**config.mk**
```make
export PLATFORM = sky130hd
export DESIGN_NAME = net_cmd_dispatch_flat
export DESIGN_NICKNAME = d
export VERILOG_FILES = /design/src/rtl/net_cmd_dispatch_if.sv /design/src/rtl/net_cmd_dispatch.sv /design/src/flat_wrapper.sv
export SDC_FILE = /design/constraint.sdc
export NUM_CORES = 1
export LEC_CHECK = 0
export ABC_AREA = 1
export BUFFER_PORTS_ARGS = -buffer_cell sky130_fd_sc_hd__buf_2
export CAP_MARGIN = 5
export CELL_PAD_IN_SITES_DETAIL_PLACEMENT = 1
export CELL_PAD_IN_SITES_GLOBAL_PLACEMENT = 1
export CORE_MARGIN = 8
export CORE_UTILIZATION = 42
export CTS_CLUSTER_SIZE = 25
export DETAILED_ROUTE_END_ITERATION = 10
export HOLD_SLACK_MARGIN = 0.02
export PLACE_DENSITY = 0.73
export REMOVE_ABC_BUFFERS = 1
export SYNTH_ARGS = -nofsm -noshare
export SYNTH_HDL_FRONTEND = slang
export SYNTH_SLANG_ARGS = --single-unit
```
**constraint.sdc**
```tcl
create_clock -name clk -period 3.2 [get_ports clk]
set_clock_uncertainty 0.2 [all_clocks]
set_input_delay 0.16 -clock clk [delete_from_list [all_inputs] [get_ports clk]]
set_output_delay 0.16 -clock clk [all_outputs]
set_load 0.02 [all_outputs]
```
**src/rtl/net_cmd_dispatch_if.sv**
```systemverilog
// net_cmd_dispatch_if: network-side command handshake (valid/ready plus
// the packet fields) between the on-chip network and net_cmd_dispatch.
interface net_cmd_dispatch_if #(
    parameter int ADDR_W = 10,
    parameter int DATA_W = 32
);
    logic              net_valid_i;
    logic [2:0]        net_op_i;
    logic [ADDR_W-1:0] net_addr_i;
    logic [DATA_W-1:0] net_data_i;
    logic              net_ready_o;

    // network side: presents packets, observes ready
    modport master (
        output net_valid_i,
        output net_op_i,
        output net_addr_i,
        output net_data_i,
        input  net_ready_o
    );

    // dispatcher side: consumes packets, drives ready
    modport slave (
        input  net_valid_i,
        input  net_op_i,
        input  net_addr_i,
        input  net_data_i,
        output net_ready_o
    );
endinterface

```
**src/rtl/net_cmd_dispatch.sv**
```systemverilog
// net_cmd_dispatch: buffers network command packets in a small FIFO and
// dispatches the head as a one-cycle write strobe (imem/dmem/reg) or a PC
// write that kicks the core from IDLE to RUN. Writes only land while the
// core is IDLE; in RUN the head is held, in ERR it is dropped.
// Optional macro NET_CMD_STATS_EN adds saturating dispatch/drop counters.
module net_cmd_dispatch #(
    parameter int FIFO_DEPTH = 4,
    parameter int ADDR_W     = 10,
    parameter int DATA_W     = 32
) (
    input  logic              clk,
    input  logic              n_reset,
    net_cmd_dispatch_if.slave net,
    input  logic [1:0]        state_i,
    input  logic              stall_i,
    output logic              imem_we_o,
    output logic              dmem_we_o,
    output logic              reg_we_o,
    output logic [ADDR_W-1:0] wr_addr_o,
    output logic [DATA_W-1:0] wr_data_o,
    output logic [ADDR_W-1:0] pc_o,
    output logic              net_PC_write_cmd_IDLE_o,
    output logic              illegal_op_o
`ifdef NET_CMD_STATS_EN
    ,
    output logic [15:0]       dispatch_count_o,
    output logic [15:0]       drop_count_o
`endif
);

    localparam int PTR_W = $clog2(FIFO_DEPTH);
    localparam int CNT_W = PTR_W + 1;

    localparam logic [2:0] OP_IMEM = 3'd1;
    localparam logic [2:0] OP_DMEM = 3'd2;
    localparam logic [2:0] OP_REG  = 3'd3;
    localparam logic [2:0] OP_PC   = 3'd4;

    typedef struct packed {
        logic [2:0]        op;
        logic [ADDR_W-1:0] addr;
        logic [DATA_W-1:0] data;
    } cmd_t;

    cmd_t             mem [FIFO_DEPTH];
    logic [PTR_W-1:0] wr_ptr;
    logic [PTR_W-1:0] rd_ptr;
    logic [CNT_W-1:0] count;

    cmd_t head;
    logic empty;
    logic full;
    logic enq;
    logic deq;
    logic st_idle;
    logic st_run;
    logic st_err;
    logic is_wr;
    logic is_pc;
    logic is_ill;
    logic hold;
    logic fire_imem;
    logic fire_dmem;
    logic fire_reg;
    logic fire_pc;
    logic fire_ill;
    logic fire_drop;

    // Ready is forced low while reset is asserted so nothing is offered
    // to a FIFO that is being flushed.
    assign full            = (count == CNT_W'(FIFO_DEPTH));
    assign empty           = (count == '0);
    assign net.net_ready_o = n_reset & ~full;
    assign enq             = net.net_valid_i & net.net_ready_o;

    // FIFO storage: data is not reset, only the pointers are flushed
    always_ff @(posedge clk) begin
        if (enq) begin
            mem[wr_ptr] <= '{op: net.net_op_i, addr: net.net_addr_i, data: net.net_data_i};
        end
    end

    // FIFO pointers and occupancy; simultaneous enq/deq leaves count unchanged
    always_ff @(posedge clk) begin
        if (!n_reset) begin
            wr_ptr <= '0;
            rd_ptr <= '0;
            count  <= '0;
        end else begin
            if (enq) wr_ptr <= wr_ptr + 1'b1;
            if (deq) rd_ptr <= rd_ptr + 1'b1;
            case ({enq, deq})
                2'b10:   count <= count + 1'b1;
                2'b01:   count <= count - 1'b1;
                default: count <= count;
            endcase
        end
    end

    // Dispatch decision on the FIFO head. State 3 folds into ERR, so any
    // state with bit 1 set drops writes. Illegal ops drain in every state
    // so a bad packet can never wedge the queue behind a RUN core.
    always_comb begin
        head      = mem[rd_ptr];
        st_idle   = (state_i == 2'd0);
        st_run    = (state_i == 2'd1);
        st_err    = state_i[1];
        is_wr     = (head.op == OP_IMEM) || (head.op == OP_DMEM) || (head.op == OP_REG);
        is_pc     = (head.op == OP_PC);
        is_ill    = head.op[2] & (head.op[1] | head.op[0]);
        hold      = st_run & (is_wr | is_pc);
        deq       = ~empty & ~stall_i & ~hold;
        fire_imem = deq & st_idle & (head.op == OP_IMEM);
        fire_dmem = deq & st_idle & (head.op == OP_DMEM);
        fire_reg  = deq & st_idle & (head.op == OP_REG);
        fire_pc   = deq & st_idle & is_pc;
        fire_ill  = deq & is_ill;
        fire_drop = deq & st_err & (is_wr | is_pc);
    end

    // Registered strobes; address/data only move on an actual write so the
    // shared bus holds the last written values between strobes.
    always_ff @(posedge clk) begin
        if (!n_reset) begin
            imem_we_o               <= 1'b0;
            dmem_we_o               <= 1'b0;
            reg_we_o                <= 1'b0;
            net_PC_write_cmd_IDLE_o <= 1'b0;
            illegal_op_o            <= 1'b0;
            wr_addr_o               <= '0;
            wr_data_o               <= '0;
            pc_o                    <= '0;
        end else begin
            imem_we_o               <= fire_imem;
            dmem_we_o               <= fire_dmem;
            reg_we_o                <= fire_reg;
            net_PC_write_cmd_IDLE_o <= fire_pc;
            illegal_op_o            <= fire_ill;
            if (fire_imem | fire_dmem | fire_reg) begin
                wr_addr_o <= head.addr;
                wr_data_o <= head.data;
            end
            if (fire_pc) begin
                pc_o <= head.addr;
            end
        end
    end

`ifdef NET_CMD_STATS_EN
    // Saturating counters of accepted dispatches and discarded packets
    always_ff @(posedge clk) begin
        if (!n_reset) begin
            dispatch_count_o <= '0;
            drop_count_o     <= '0;
        end else begin
            if ((fire_imem | fire_dmem | fire_reg | fire_pc) && (dispatch_count_o != 16'hFFFF)) begin
                dispatch_count_o <= dispatch_count_o + 16'd1;
            end
            if ((fire_drop | fire_ill) && (drop_count_o != 16'hFFFF)) begin
                drop_count_o <= drop_count_o + 16'd1;
            end
        end
    end
`endif

endmodule

```
**src/flat_wrapper.sv**
```systemverilog
// flat-port wrapper written by rule: the top's interface ports become plain ports
module net_cmd_dispatch_flat 
#(
    parameter int FIFO_DEPTH = 4,
    parameter int ADDR_W     = 10,
    parameter int DATA_W     = 32
)
  (clk, n_reset, state_i, stall_i, imem_we_o, dmem_we_o, reg_we_o, wr_addr_o, wr_data_o, pc_o, net_PC_write_cmd_IDLE_o, illegal_op_o, net_net_valid_i, net_net_op_i, net_net_addr_i, net_net_data_i, net_net_ready_o);
  net_cmd_dispatch_if #(.ADDR_W(ADDR_W), .DATA_W(DATA_W)) net_i ();
  input  logic clk;
  input  logic n_reset;
  input  logic [1:0] state_i;
  input  logic stall_i;
  output logic imem_we_o;
  output logic dmem_we_o;
  output logic reg_we_o;
  output logic [ADDR_W-1:0] wr_addr_o;
  output logic [DATA_W-1:0] wr_data_o;
  output logic [ADDR_W-1:0] pc_o;
  output logic net_PC_write_cmd_IDLE_o;
  output logic illegal_op_o;
  input wire logic [$bits(net_i.net_valid_i)-1:0] net_net_valid_i;
  input wire logic [$bits(net_i.net_op_i)-1:0] net_net_op_i;
  input wire logic [$bits(net_i.net_addr_i)-1:0] net_net_addr_i;
  input wire logic [$bits(net_i.net_data_i)-1:0] net_net_data_i;
  output wire logic [$bits(net_i.net_ready_o)-1:0] net_net_ready_o;
  assign net_i.net_valid_i = net_net_valid_i;
  assign net_i.net_op_i = net_net_op_i;
  assign net_i.net_addr_i = net_net_addr_i;
  assign net_i.net_data_i = net_net_data_i;
  assign net_net_ready_o = net_i.net_ready_o;
  net_cmd_dispatch #(.FIFO_DEPTH(FIFO_DEPTH), .ADDR_W(ADDR_W), .DATA_W(DATA_W)) u_core (.clk(clk), .n_reset(n_reset), .net(net_i), .state_i(state_i), .stall_i(stall_i), .imem_we_o(imem_we_o), .dmem_we_o(dmem_we_o), .reg_we_o(reg_we_o), .wr_addr_o(wr_addr_o), .wr_data_o(wr_data_o), .pc_o(pc_o), .net_PC_write_cmd_IDLE_o(net_PC_write_cmd_IDLE_o), .illegal_op_o(illegal_op_o));
endmodule
```
### Word-level counts from Yosys, hierarchy flattened

Memories as Yosys holds them, arrays and structs flattened. A register that Yosys moved wholly into a read port is not among the register bits.
Cells that the tools add are included.
W data, S select, Z words.

* div/mod/pow operators: 0
* $lt $le $gt $ge: 0
* $mul: 0
* shifts and indexed selects: 0
* bitwise gates (word level): 20
* mux-type cells: 5
* equality and inequality tests: 8
* add/subtract/negate cells: 4
* reductions and logical operators: 5

Operators with widths (number)
* $and A1 B1 Y1: 12
* $eq A3 B2 Y1 const B: 2
* $eq A3 B3 Y1 const B: 2
* $pmux W3 S2: 1
* $add A2 B1 Y2 const B: 2
* $eq A2 B1 Y1 const B: 2
* $mux W2: 2
* $not A1 Y1: 4
* $or A1 B1 Y1: 4
* $add A3 B1 Y3 const B: 1
* $eq A3 B1 Y1 const B: 1
* $logic_not A3 Y1: 1
* $sub A3 B1 Y3 const B: 1
* $eq A2 B2 Y1 const B: 1
* $logic_not A2 Y1: 1
* $logic_or A1 B1 Y1: 2
* $mux W1: 2
* $reduce_bool A2 Y1: 1

* bits in read-only memories: 0
* memory bits (writable): 180
* latch bits: 0
* memories: 1
* register bits: 64

Memory list
* u_core.mem: words 4, bits a word 45, rd ports 1, clocked after memory_dff 1, write ports 1, RTL line net_cmd_dispatch.sv:45 `cmd_t mem [FIFO_DEPTH];`

### Longest topological paths before layout

* depth after elaboration: 11
* depth in mapped cells: 19

### Worst setup path after synthesis

Ideal clock, no wire load.

* path type: reg-to-reg
* from: reg u_core.count[1]
* to: mem u_core.mem[0][0] (netlist bit) (enable)
* cell stages (with the launch flop): 5
* slack: -0.523 ns
* arrival: 3.075 ns
* buffers on the path: 0
* data required time: 2.552 ns
* path through: dfxtp_1 inv_1 a31oi_1 nand2_1 nor2_1

* cells in the longest elaborated chain, start to end: 6

Ends and longest elaborated chain
* start: declaration: RTL line net_cmd_dispatch.sv:48 `logic [CNT_W-1:0] count;`
* start signal: assignment: RTL line net_cmd_dispatch.sv:93 `2'b10: count <= count + 1'b1;`
* start signal: assignment: RTL line net_cmd_dispatch.sv:94 `2'b01: count <= count - 1'b1;`
* start signal: assignment: RTL line net_cmd_dispatch.sv:95 `default: count <= count;`
* $eq A3 B3 Y1: RTL line net_cmd_dispatch.sv:71 `assign full = (count == CNT_W'(FIFO_DEPTH));`
* $not A1 Y1: RTL line net_cmd_dispatch.sv:73 `assign net.net_ready_o = n_reset & ~full;`
* $and A1 B1 Y1: RTL line net_cmd_dispatch.sv:73
* named net net_net_ready_o: RTL line flat_wrapper.sv:26 `output wire logic [$bits(net_i.net_ready_o)-1:0] net_net_ready_o;`
* $and A1 B1 Y1: RTL line net_cmd_dispatch.sv:74 `assign enq = net.net_valid_i & net.net_ready_o;`
* $mux W1: RTL line net_cmd_dispatch.sv:78 `if (enq) begin`
* $mux W1 (implied by the code): RTL line net_cmd_dispatch.sv:79 `mem[wr_ptr] <= '{op: net.net_op_i, addr: net.net_addr_i, data: net.net_data_i};`
* end: declaration: RTL line net_cmd_dispatch.sv:45

The timed path passes the listed nets, and every way through them passes these cells.

==> results_dict.tcl <==
set metrics [dict create \
    layout-drive-gt1-share 0.198 \
    ys.warnings.count 0 \
    syn2layout_area_growth_pct 24.5 \
    htreeDepth 1 \
    rows 54 \
    dpl_cell_area_um2 9950 \
    critPathMaxFanout 33 \
    grt_setup_unrepaired "no" \
    netlist_area_um2 9100 \
    start_util 0.422 \
    gr-usage-met3 0.0340 \
    synthXorXnorAreaFrac 0.000962 \
    setup_viol 0 \
    seq_area_um2 6730 \
    grt_busiest_layer "met2" \
    max_freq_mhz 340 \
    worst_pin_slew_ns 0.637 \
    fin_crit_sh 0.919 \
    critical_path.slowest_cell "fa_1" \
    drtIter0Drc 325 \
    routedWlPerCell_um 18.9 \
    clk_pin_slew_ns 0.06 \
    drc 0 \
    p_switching_mw 2.15 \
    clkPwrFrac 0.376 \
    outcome "finished clean" \
    gp_congestion 0.730 \
    internal_power_mw 5.76 \
    hold_path_class "primary input to flip-flop" \
    overflow 0 \
    ys_seq_elements 246 \
    antenna_found_initial 0 \
    die_h_um 163 \
    track_usage 0.168 \
    power.leakage_nw 4.37 \
    synthCells 740 \
    io_pins 109 \
    synthAdderAreaFrac 0.00907 \
    whs_path_depth 2 \
    num_vias 6158 \
    ant_nets 0 \
    critPathRequiredTime_ns 3.41 \
    final_cell_mix "180 x edfxtp_1, 155 x nor2_1, 127 x o21ai_0" \
    worst-path-buf-inv 3 \
    wl_mm 22.7 \
    synth_compound_area_frac 0.120 \
    postCtsSetupBuffers 0 \
    finalCriticalPeriod_ns 2.94 \
    rrSetupSlack_ns 0.26 \
    synthSimpleGateAreaFrac 0.0970 \
    die_area_um2 26600 \
    grt_pass1_wl_mm 35.9 \
    stdcell_area_um2 11300 \
    port_buffers 108 \
    r2r-end "u_core.count[2]$_SDFFE_PN0P_" \
    post-place-ws_ns 0.303 \
    worst_slack_ns 0.258 \
    slew_viol_final 0 \
    ys_seq_area_frac 0.739 \
    antenna-diode-count 0 \
    avgSynthCellArea_um2 12.3 \
    ir_worst_vdd_mv 0.344 \
    slew_headroom 0.575 \
    dpl.hpwl_mm 13.6 \
    cp-start-kind "flip-flop" \
    core_um2 21600 \
    crit_type "flip-flop to flip-flop" \
    synth_top_family_by_area "compound AO/OA/AOI/OAI gates" \
    root_buffer "clkbuf_16" \
    fillCellCount 2221 \
    hold_end "u_core.mem[0][13]$_DFFE_PP_" \
    die_w_um 163 \
    combPwrFrac 0.161 \
    rr_worst_depth 16 \
    switching_share 0.272 \
    vias_per_cell 5.11 \
    final_nets 961 \
    drt_pass1_iterations 4 \
    post_cts_resized 0 \
    met2_usage 0.294 \
    crit_top_cell "nand2_1" \
    hold_viol_final 0 \
    crit_chain "inv_6 -> nand2_1 -> nand3_1 -> nand2_1 -> nand3_1 -> nand2_1 -> nand2_1 -> nand2_1 -> inv_1 -> ha_1 -> inv_1 -> fa_1 -> a21oi_1 -> o21ai_0 -> o21ai_0 -> a21oi_1" \
    critical_path.max_stage_delay_ns 0.44 \
    power_density_nw_per_um2 698 \
    grt_start_max_net_pins 61 \
    synthMuxAreaShare 0 \
    met1_usage 0.212 \
    cts_made_buffers 26 \
    hold_buffers 53 \
    max_cap_violations 0 \
    grt_pass1_vias 6693 \
    cts_tree "done" \
    multi_input_area_um2 2100 \
    path_delay_family "simple AND/OR/NAND/NOR gates" \
    clk-insertion-delay-late_ns 0.52 \
    seq_power_share 0.462 \
    layout_commonest_cell "edfxtp_1" \
    end_kind "flip-flop" \
    hp-start "net_net_data_i[13]" \
    synth.distinct_cells 29 \
    clock-sinks 246 \
    critical_path_arrival_ns 3.15 \
    clk_path_buf_depth 3 \
]
==> metrics by stage <==
step | TNS, ns | hold WS, ns | power (mW) | util | instances
3_3_place_gp | 0 | 0.173 | 4.91 | 0.462 | 1103
6_report | 0 | 0.191 | 7.91 | 0.526 | 1204
5_1_grt | 0 | 0.181 | 8.27 | 0.526 | 1204
4_1_cts | 0 | 0.171 | 8.00 | 0.526 | 1204
2_1_floorplan | -113.03 | 0.0589 | 4.49 | - | 697
3_5_place_dp | 0 | 0.179 | 4.96 | 0.462 | 1103
==> how the worst max path moves through the flow <==
stage               from                      endpoint  slack (ns)  cells after the start
6_report       flip-flop  u_core.count[2]$_SDFFE_PN0P_        0.26                     16
5_1_grt        flip-flop  u_core.count[2]$_SDFFE_PN0P_        0.03                     16
4_1_cts        flip-flop  u_core.count[2]$_SDFFE_PN0P_        0.23                     16
3_5_place_dp   flip-flop  u_core.count[2]$_SDFFE_PN0P_        0.30                     16
3_3_place_gp   flip-flop  u_core.count[2]$_SDFFE_PN0P_        0.44                     16
2_1_floorplan  flip-flop  u_core.count[2]$_SDFFE_PN0P_       -1.08                     17
==> layer usage <==
metal	wire [um]	up-vias
li1	-	2964
met1	10000	3039
met2	11200	125
met3	1130	30
met4	364	0
met5	0	-
==> cell usage after synthesis <==
library cell,instances,share of area
nor2_1,159,0.066
inv_4,1,0.00069
inv_1,20,0.0082
buf_2,19,0.010
o22ai_1,36,0.025
fa_1,1,0.0022
nor3_1,1,0.00055
ha_1,5,0.0069
xor2_1,1,0.00096
dfxtp_1,66,0.15
nand2_4,2,0.0025
edfxtp_1,180,0.59
nor4_1,2,0.0014
inv_6,1,0.00096
o21ai_0,127,0.070
clkbuf_1,19,0.0078
nand3_1,9,0.0049
o21ai_1,3,0.0016
a32o_1,6,0.0066
a21oi_1,28,0.015
inv_2,1,0.00041
a31oi_2,1,0.0014
nor2_8,1,0.0022
buf_6,4,0.0049
nor2_4,1,0.0012
nand2_1,42,0.017
nand2_2,2,0.0014
buf_1,1,0.00041
a31oi_1,1,0.00069
==> cell type report <==
class                           count  area share
Clock inverter                     12      0.0103
Tap cell                          280      0.0309
Multi-Input combinational cell    428       0.185
Inverter                           23     0.00828
Clock buffer                       36      0.0652
Sequential cell                   246       0.594
Timing Repair Buffer              179       0.106
==> power groups by stage <==
stage	logic, mW	registers, mW	clock network, mW
5_1_grt	1.43	3.67	3.16
4_1_cts	1.30	3.66	3.04
2_1_floorplan	0.659	3.83	0
3_3_place_gp	1.20	3.72	0
3_5_place_dp	1.23	3.72	0
6_report	1.28	3.66	2.98
==> cell families after synthesis <==
| family | count (synthesis) |
|---|---|
| and+or+nand+nor | 219 |
| DFF | 246 |
| adders and majority gates | 6 |
| buffers and inverters | 66 |
| xor gates and xnor gates | 1 |
| AOI/OAI and AO/OA | 202 |
==> registers in the layout (all words and copies together) (netlist names), named ones only <==
| register | cells |
|---|---|
| u_core.mem | 180 |
| u_core.wr_data_o | 32 |
| u_core.pc_o | 10 |
| u_core.wr_addr_o | 10 |
| u_core.count | 3 |
| u_core.rd_ptr | 2 |
| u_core.wr_ptr | 2 |
| u_core.dmem_we_o | 1 |
| u_core.illegal_op_o | 1 |
| u_core.imem_we_o | 1 |
| u_core.net_PC_write_cmd_IDLE_o | 1 |
| u_core.reg_we_o | 1 |
Note: power is estimated with default switching activity, not from simulation.
